## config.mk

```make
export PLATFORM = sky130hd
export DESIGN_NAME = mem_bank_ctrl
export DESIGN_NICKNAME = d
export VERILOG_FILES = /design/src/rtl/mem_bank_ctrl.sv
export SDC_FILE = /design/constraint.sdc
export NUM_CORES = 1
export LEC_CHECK = 0
export ABC_AREA = 1
export CORE_AREA = 5 5 101 103
export DETAILED_ROUTE_END_ITERATION = 8
export DIE_AREA = 0 0 106 108
export GPL_ROUTABILITY_DRIVEN = 0
export PLACE_DENSITY = 0.82
export SLEW_MARGIN = 20
export SYNTH_ARGS = -nofsm -noshare
export SYNTH_HDL_FRONTEND = slang
export SYNTH_SLANG_ARGS = --single-unit
export TNS_END_PERCENT = 100
```

## constraint.sdc

```tcl
create_clock -name clk -period 1.6 [get_ports clk]
set_input_delay 0.32 -clock clk [delete_from_list [all_inputs] [get_ports clk]]
set_output_delay 0.32 -clock clk [all_outputs]
set_load 0.01 [all_outputs]
```

## src/rtl/mem_bank_ctrl.sv

```systemverilog
// Load/store adapter for a 4 KB data memory made of four byte-lane SRAMs.
// Accepts one request at a time: byte/half/word strobes out, aligned and extended load data back.
module mem_bank_ctrl #(
    parameter logic [31:0] BASE_ADDR = 32'h0000_0000
) (
    input  logic        clk,
    input  logic        resetn,
    input  logic        req_valid,
    output logic        req_ready,
    input  logic        req_we,
    input  logic [31:0] req_addr,
    input  logic [1:0]  req_size,
    input  logic        req_unsigned,
    input  logic [31:0] req_wdata,
    output logic        rsp_valid,
    input  logic        rsp_ready,
    output logic [31:0] rsp_rdata,
    output logic        rsp_err,
    output logic [3:0]  mem_ceb,
    output logic [3:0]  mem_web,
    output logic [3:0]  mem_write_en,
    output logic [9:0]  mem_a,
    output logic [31:0] mem_d,
    input  logic [31:0] mem_q
);

    typedef enum logic [1:0] {
        IDLE = 2'd0,
        RD   = 2'd1,
        RESP = 2'd2
    } state_t;

    localparam logic [1:0] SZ_BYTE = 2'd0;
    localparam logic [1:0] SZ_HALF = 2'd1;
    localparam logic [1:0] SZ_WORD = 2'd2;

    state_t      state_q;
    logic [1:0]  off_q;
    logic [1:0]  size_q;
    logic        uns_q;
    logic        rsp_valid_q;
    logic [31:0] rsp_rdata_q;
    logic        rsp_err_q;

    logic        accept;
    logic        size_err;
    logic        align_err;
    logic        window_err;
    logic        req_illegal;
    logic [3:0]  lane_sel;
    logic [31:0] rd_data_d;

    assign req_ready = (state_q == IDLE);
    assign accept    = req_valid && (state_q == IDLE);

    assign size_err    = (req_size == 2'd3);
    assign align_err   = ((req_size == SZ_HALF) && req_addr[0]) ||
                         ((req_size == SZ_WORD) && (req_addr[1:0] != 2'b00));
    assign window_err  = (req_addr[31:12] != BASE_ADDR[31:12]);
    assign req_illegal = size_err || align_err || window_err;

    always_comb begin
        lane_sel = 4'h0;
        unique case (req_size)
            SZ_BYTE: lane_sel = 4'b0001 << req_addr[1:0];
            SZ_HALF: lane_sel = req_addr[1] ? 4'b1100 : 4'b0011;
            SZ_WORD: lane_sel = 4'b1111;
            default: lane_sel = 4'h0;
        endcase
    end

    // Write data is replicated across lanes so the lane strobes alone pick the destination.
    always_comb begin
        mem_d = req_wdata;
        unique case (req_size)
            SZ_BYTE: mem_d = {4{req_wdata[7:0]}};
            SZ_HALF: mem_d = {2{req_wdata[15:0]}};
            default: mem_d = req_wdata;
        endcase
    end

    assign mem_a = req_addr[11:2];

    always_comb begin
        mem_ceb      = 4'hF;
        mem_web      = 4'hF;
        mem_write_en = 4'h0;
        if (accept && !req_illegal) begin
            mem_ceb = 4'h0;
            if (req_we) begin
                mem_web      = 4'h0;
                mem_write_en = lane_sel;
            end
        end
    end

    // Load formatting works from the offset/size captured at acceptance, since req_* may have moved on.
    always_comb begin
        logic [7:0]  rd_byte;
        logic [15:0] rd_half;
        rd_byte   = mem_q[{off_q, 3'b000} +: 8];
        rd_half   = off_q[1] ? mem_q[31:16] : mem_q[15:0];
        rd_data_d = mem_q;
        unique case (size_q)
            SZ_BYTE: rd_data_d = {{24{rd_byte[7] & ~uns_q}}, rd_byte};
            SZ_HALF: rd_data_d = {{16{rd_half[15] & ~uns_q}}, rd_half};
            default: rd_data_d = mem_q;
        endcase
    end

    always_ff @(posedge clk or negedge resetn) begin
        if (!resetn) begin
            state_q     <= IDLE;
            off_q       <= 2'b00;
            size_q      <= 2'b00;
            uns_q       <= 1'b0;
            rsp_valid_q <= 1'b0;
            rsp_rdata_q <= 32'h0;
            rsp_err_q   <= 1'b0;
        end else begin
            unique case (state_q)
                IDLE: begin
                    if (accept) begin
                        if (req_illegal || req_we) begin
                            state_q     <= RESP;
                            rsp_valid_q <= 1'b1;
                            rsp_rdata_q <= 32'h0;
                            rsp_err_q   <= req_illegal;
                        end else begin
                            state_q <= RD;
                            off_q   <= req_addr[1:0];
                            size_q  <= req_size;
                            uns_q   <= req_unsigned;
                        end
                    end
                end
                RD: begin
                    state_q     <= RESP;
                    rsp_valid_q <= 1'b1;
                    rsp_rdata_q <= rd_data_d;
                    rsp_err_q   <= 1'b0;
                end
                RESP: begin
                    if (rsp_ready) begin
                        state_q     <= IDLE;
                        rsp_valid_q <= 1'b0;
                    end
                end
                default: begin
                    state_q     <= IDLE;
                    rsp_valid_q <= 1'b0;
                end
            endcase
        end
    end

    assign rsp_valid = rsp_valid_q;
    assign rsp_rdata = rsp_rdata_q;
    assign rsp_err   = rsp_err_q;

endmodule

```

==> results of run 1 <==
## how the worst max path moves through the flow
stage | startpoint | endpoint | slack [ps]
after floorplan | state_q[1]$_DFFE_PN0P_ | mem_ceb[1] | -2
after global placement | req_size[0] | mem_write_en[0] | -790
after detailed placement | req_size[0] | mem_write_en[3] | -900
after CTS | state_q[1]$_DFFE_PN0P_ | mem_write_en[2] | -170
after global routing | state_q[0]$_DFFE_PN0P_ | mem_write_en[2] | -240
final | state_q[0]$_DFFE_PN0P_ | mem_write_en[0] | -130
## tightest hold or removal path, cell delays in order
cell	delay, ps
buf_2	130
inv_2	50
buf_4	110
o21ai_0	80
## metal layers
metal / up-vias / share of wire (%)
met4: 0 / 2.0
met2: 135 / 52
met3: 24 / 6.8
met5: - / 0
li1: 1734 / -
met1: 1567 / 39
## through the flow
stage               cells  hold slack [ps]  total power, mW
detailed placement    719              295             1.85
finish                731              456             2.50
global placement      719              287             1.84
CTS                   731              448             2.53
floorplan             443             24.4             1.36
global route          731              455             2.63
## repair_timing
item | 4_1_cts | 5_1_grt
buffers inserted | 3 | 1
endpoints found under the hold margin | 17 | 0
pin swaps | 26 | 9
endpoints found under the setup margin | 85 | 68
hold buffers | 1 | 0
gates resized for setup | 210 | 28
## cells by family after synthesis
logic type / count (synthesis)
simple gates: 271
buf+inv: 80
compound gates: 51
flops: 41
## flip-flops by register name, summed over array words and instances, names as in the netlist
signal     count
size_q         2
off_q          2
rsp_valid      1
uns_q          1
rsp_rdata     32
state_q        2
rsp_err        1
## area by class of cell
class	count	share of cell area, %
repair buffers	211	39.0
multi-input cells	322	32.0
flip-flops and latches	41	21.1
inverters	38	2.94
well taps	111	2.86
clock buffers	7	1.98
clock inverters	1	0.103
## power groups by stage
stage | Clock [mW] | Sequential [mW] | Combinational [mW]
after floorplan | 0 | 1.08 | 0.280
after global placement | 0 | 1.08 | 0.758
after detailed placement | 0 | 1.08 | 0.772
after CTS | 0.752 | 1.06 | 0.724
after global routing | 0.795 | 1.06 | 0.773
final | 0.732 | 1.06 | 0.712
## placed cells by master, fill, tap and decap left out, types with 2 or more instances in the layout
| cell | count |
|---|---|
| buf_12 | 5 |
| or2_2 | 23 |
| nand3_1 | 35 |
| nor2_2 | 7 |
| nand2_2 | 4 |
| clkbuf_8 | 7 |
| a21oi_1 | 7 |
| inv_1 | 33 |
| nand2_1 | 170 |
| o21ai_0 | 21 |
| nand3_2 | 2 |
| clkdlybuf4s50_1 | 100 |
| nor2_4 | 3 |
| a31oi_1 | 3 |
| clkbuf_2 | 10 |
| dfrtp_1 | 40 |
| clkdlybuf4s15_2 | 3 |
| buf_6 | 12 |
| o211ai_1 | 8 |
| o221ai_1 | 7 |
| inv_2 | 5 |
| nor2_1 | 22 |
| dlygate4sd2_1 | 15 |
| clkdlybuf4s15_1 | 5 |
| buf_4 | 30 |
| buf_2 | 29 |
==> impl_metrics.ini, run 1 <==
[outcome]
outcome = finished, violations left
violations = setup timing

[clock_network]
cts_made_buffers = 5
cts.path.max_buffers = 2
clkLatencyLatePin_ps = 290
cts_tree = done
clockRootBuffer = clkbuf_8
cts-htree-levels = 2
cts.sinks = 41
path_clk_slew_ps = 80

[cells_and_area]
nNetsFinal = 723
multi_input_area_sq_um = 1550
fill_cells = 865
layout.area.seq_sq_um = 1030
fin_area_sq_um = 4860
area_growth_pct = 66.2
antennaDiodeCount = 0
final_core_util_pct = 53.3
layout-drive-gt1-share_pct = 23.9

[yosys]
synthMuxAreaShare_pct = 0
ys.flop_type = dfrtp_1
syn_area_sq_um = 2920
synth_adder_area_share_pct = 0
synth_top_area_share_pct = 35.1
synthSimpleGateAreaFrac_pct = 39.7
synth_common_cells = nand2_1, dfrtp_1, inv_1, nand3_1, nor2_1
synthArstFlopShare_pct = 100
synth-seq-area-share_pct = 35.1
synth_edf_count = 0
ys_top_cells_by_area = dfrtp_1, nand2_1, buf_4
ys_ff_latch = 41
yosysTopAreaCell = dfrtp_1
syn_area_per_cell_sq_um = 6.60
yosysUniqueCellTypes = 28
yosysMostFrequentCell = nand2_1
syn_inst = 443
synthXorXnorAreaFrac_pct = 0
synth_compound_area_share_pct = 10.7
yosysWarnings = 0
syn_nets = 547
synth_top_family_by_area = simple AND/OR/NAND/NOR gates

[grt]
grt-ovfl-total = 0
grt_max_degree = 33
grt_antenna_before_repair = 0
first_global_vias = 3368
use_met1_pct = 20.1
use_met2_pct = 31.8
grt.total_usage_pct = 17.4
grt_pass1_wl_mm = 16.4
met3_usage_pct = 4.18
globalRoute.busiestLayer = met2

[placed_design]
port_buffers = 172
dpl.hpwl_mm = 8.50
place_ws_ps = -900
placed_area_sq_um = 4850

[timing]
relSlewSlack_pct = 69.9
rsz0062_at_grt = true
setup_viol = 12
timing.final.ws_setup_ps = -133
post-route-min-period_ps = 1730
finalClockSkew_ps = 5.94
period_share_pct = 108
hold_viol = 0
fmax_mhz = 577
finalSetupTns_ps = -784
finalMaxSlewViolations = 0
worstMarginPinSlew_ps = 451

[critical_path]
r2r_cells = 7
rr_startpoint = state_q[0]$_DFFE_PN0P_
critPathLaunchType = flip-flop
required_ps = 1280
cp_max_fo = 8
crit_path_cell_trace = nor3_2 > buf_4 > nand3_4 > nor2_2 > buf_2
arrival_ps = 1410
critPathBufInv = 2
critPathCaptureType = output port
reg2reg_slack_ps = 200
worstSetupPathType = flip-flop to output port
critPathSlowestCell = dfrtp_1
critPathTopFamily = simple AND/OR/NAND/NOR gates
r2r-end = size_q[1]$_DFFE_PN0P_
max_stage_delay_ps = 390
cp.depth = 5

[power_and_ir_drop]
vdd_drop_max_uv = 310
p_leak_nw = 2.42
power_density_nw_per_um2 = 515
swShare_pct = 27.2
combPwrFrac_pct = 28.5
p_int_mw = 1.82
clkPwrFrac_pct = 29.3
p_switching_uw = 681
pwr-share-seq_pct = 42.3

[hold_path]
holdCritStartpoint = req_size[0]
min_to = size_q[0]$_DFFE_PN0P_
hp-class = input port to flip-flop
holdPathStages = 4

[route]
detail-route-antenna-nets = 0
firstDrtPassIters = 4
routedWlPerCell_um = 14.3
via_count = 3460
drc = 0
drt_iter0_markers = 207
wl_mm = 10.5
avgViaCountPerCell = 4.73

[floorplan]
die_y_um = 108
io_pins = 193
die_w_um = 106
core-area_sq_um = 9110
dieArea_sq_um = 11400
rows = 35
start_util_pct = 32.1

[run]
maxCapViolations = 0
(Power assumes the default switching activity.)
==> run 2: changes to the inputs <==
--- a/config.mk
+++ b/config.mk
@@ -11,6 +11,7 @@
 export DIE_AREA = 0 0 106 108
 export GPL_ROUTABILITY_DRIVEN = 0
 export PLACE_DENSITY = 0.82
+export RECOVER_POWER = 50
 export SLEW_MARGIN = 20
 export SYNTH_ARGS = -nofsm -noshare
 export SYNTH_HDL_FRONTEND = slang
==> impl_metrics.ini, run 2 (synthesized netlist as in run 1, its figures left out) <==
[outcome]
outcome = finished, violations left
violations = setup timing

[clock_network]
cts-htree-levels = 2
cts.path.max_buffers = 2
clkLatencyLatePin_ps = 290
cts.sinks = 41
path_clk_slew_ps = 80
clockRootBuffer = clkbuf_8
cts_made_buffers = 5
cts_tree = done

[route]
drc = 0
firstDrtPassIters = 4
via_count = 3484
routedWlPerCell_um = 14.4
avgViaCountPerCell = 4.77
wl_mm = 10.5
detail-route-antenna-nets = 0
drt_iter0_markers = 192

[power_and_ir_drop]
swShare_pct = 27.3
power_density_nw_per_um2 = 518
vdd_drop_max_uv = 311
combPwrFrac_pct = 28.2
p_int_mw = 1.81
p_leak_nw = 2.40
p_switching_uw = 682
clkPwrFrac_pct = 29.4
pwr-share-seq_pct = 42.4

[floorplan]
io_pins = 193
die_w_um = 106
die_y_um = 108
core-area_sq_um = 9110
start_util_pct = 32.1
rows = 35
dieArea_sq_um = 11400

[grt]
grt-ovfl-total = 0
grt_pass1_wl_mm = 16.4
first_global_vias = 3368
grt.total_usage_pct = 17.4
grt_antenna_before_repair = 0
grt_max_degree = 33

[cells_and_area]
fill_cells = 872
area_growth_pct = 65.1
layout-drive-gt1-share_pct = 23.4
antennaDiodeCount = 0
largest_register_ffs = 32
nNetsFinal = 723
finalNonFillerCells = 731
layout_common_cells = nand2_1, clkdlybuf4s50_1, dfrtp_1, nand3_1, inv_1
final_common_cell = nand2_1

[critical_path]
required_ps = 1280
critPathCaptureType = output port
critPathSlowestCell = dfrtp_1
arrival_ps = 1410
critPathLaunchType = flip-flop
cp_max_fo = 8
max_stage_delay_ps = 390
crit_path_cell_trace = nor3_2 > buf_4 > nand3_4 > nor2_2 > buf_2
worstSetupPathType = flip-flop to output port

[placed_design]
dpl.hpwl_mm = 8.50
placed_cells = 719
port_buffers = 172

[timing]
hold_viol = 0
fmax_mhz = 577
finalClockSkew_ps = 7.70
relSlewSlack_pct = 69.1
timing.final.ws_setup_ps = -135
worstMarginPinSlew_ps = 464
finalMaxSlewViolations = 0
finalSetupTns_ps = -1080
setup_viol = 15
rsz0062_at_grt = true
period_share_pct = 108
post-route-min-period_ps = 1730

[hold_path]
hp-class = input port to flip-flop

[run]
maxCapViolations = 0
==> run 2: what timing repair did <==
action,4_1_cts,5_1_grt
endpoints found under the hold margin,17,0
gates resized for setup,210,28
endpoints found under the setup margin,85,68
pin swaps,26,9
hold buffers,1,0
setup buffers,3,1
==> run 2: area by class of cell <==
cell class              instances  area, sq um  share of cell area [%]
clock inverters                 1         5.00                   0.104
well taps                     111          139                    2.88
flip-flops and latches         41         1030                    21.3
multi-input cells             322         1550                    32.0
clock buffers                   7         96.3                    2.00
repair buffers                211         1870                    38.7
inverters                      38          143                    2.96
==> run 2: metal layers <==
metal	track usage (%)	vias up	wire, um
met5	0	-	0
li1	-	1732	-
met2	31.8	143	5450
met3	4.18	24	762
met4	5.09	0	221
met1	20.1	1585	4060
==> run 2: path summary, 6_finish.rpt <==
path,cells past startpoint,to,slack [ps],start
max in group asynchronous,3,off_q[1]$_DFFE_PN0P_,340,resetn
setup reg to reg,7,size_q[1]$_DFFE_PN0P_,90,state_q[0]$_DFFE_PN0P_
min in group asynchronous,2,rsp_rdata[29]$_DFFE_PN0P_,500,resetn
hold / removal,4,size_q[0]$_DFFE_PN0P_,450,req_size[0]
setup / recovery,5,mem_write_en[0],-130,state_q[0]$_DFFE_PN0P_
hold reg to reg,2,rsp_rdata[22]$_DFFE_PN0P_,480,rsp_rdata[22]$_DFFE_PN0P_
==> run 2: critical path: cells and delay by family, from the launching register on <==
family        cells  cell delay, ps
buf+inv           2             290
simple gates      3             450
flops             1             390
==> run 2: per-stage QoR <==
| step | worst slack (ps) | util [%] | hold slack (ps) | total power, mW | instance area (sq um) |
|---|---|---|---|---|---|
| 2_1_floorplan | -2.02 | - | 24.4 | 1.36 | 2950 |
| 3_3_place_gp | -793 | 53.2 | 287 | 1.84 | 4850 |
| 3_5_place_dp | -900 | 53.2 | 295 | 1.85 | 4850 |
| 4_1_cts | -167 | 53.7 | 448 | 2.53 | 4890 |
| 5_1_grt | -243 | 53.0 | 455 | 2.62 | 4820 |
| 6_report | -135 | 53.0 | 453 | 2.50 | 4820 |
==> run 2: power by group through the flow <==
stage	registers (mW)	logic [mW]	clock network (mW)
after floorplan	1.08	0.280	0
after CTS	1.06	0.724	0.752
after global placement	1.08	0.758	0
after detailed placement	1.08	0.772	0
final	1.06	0.704	0.735
after global routing	1.06	0.765	0.795
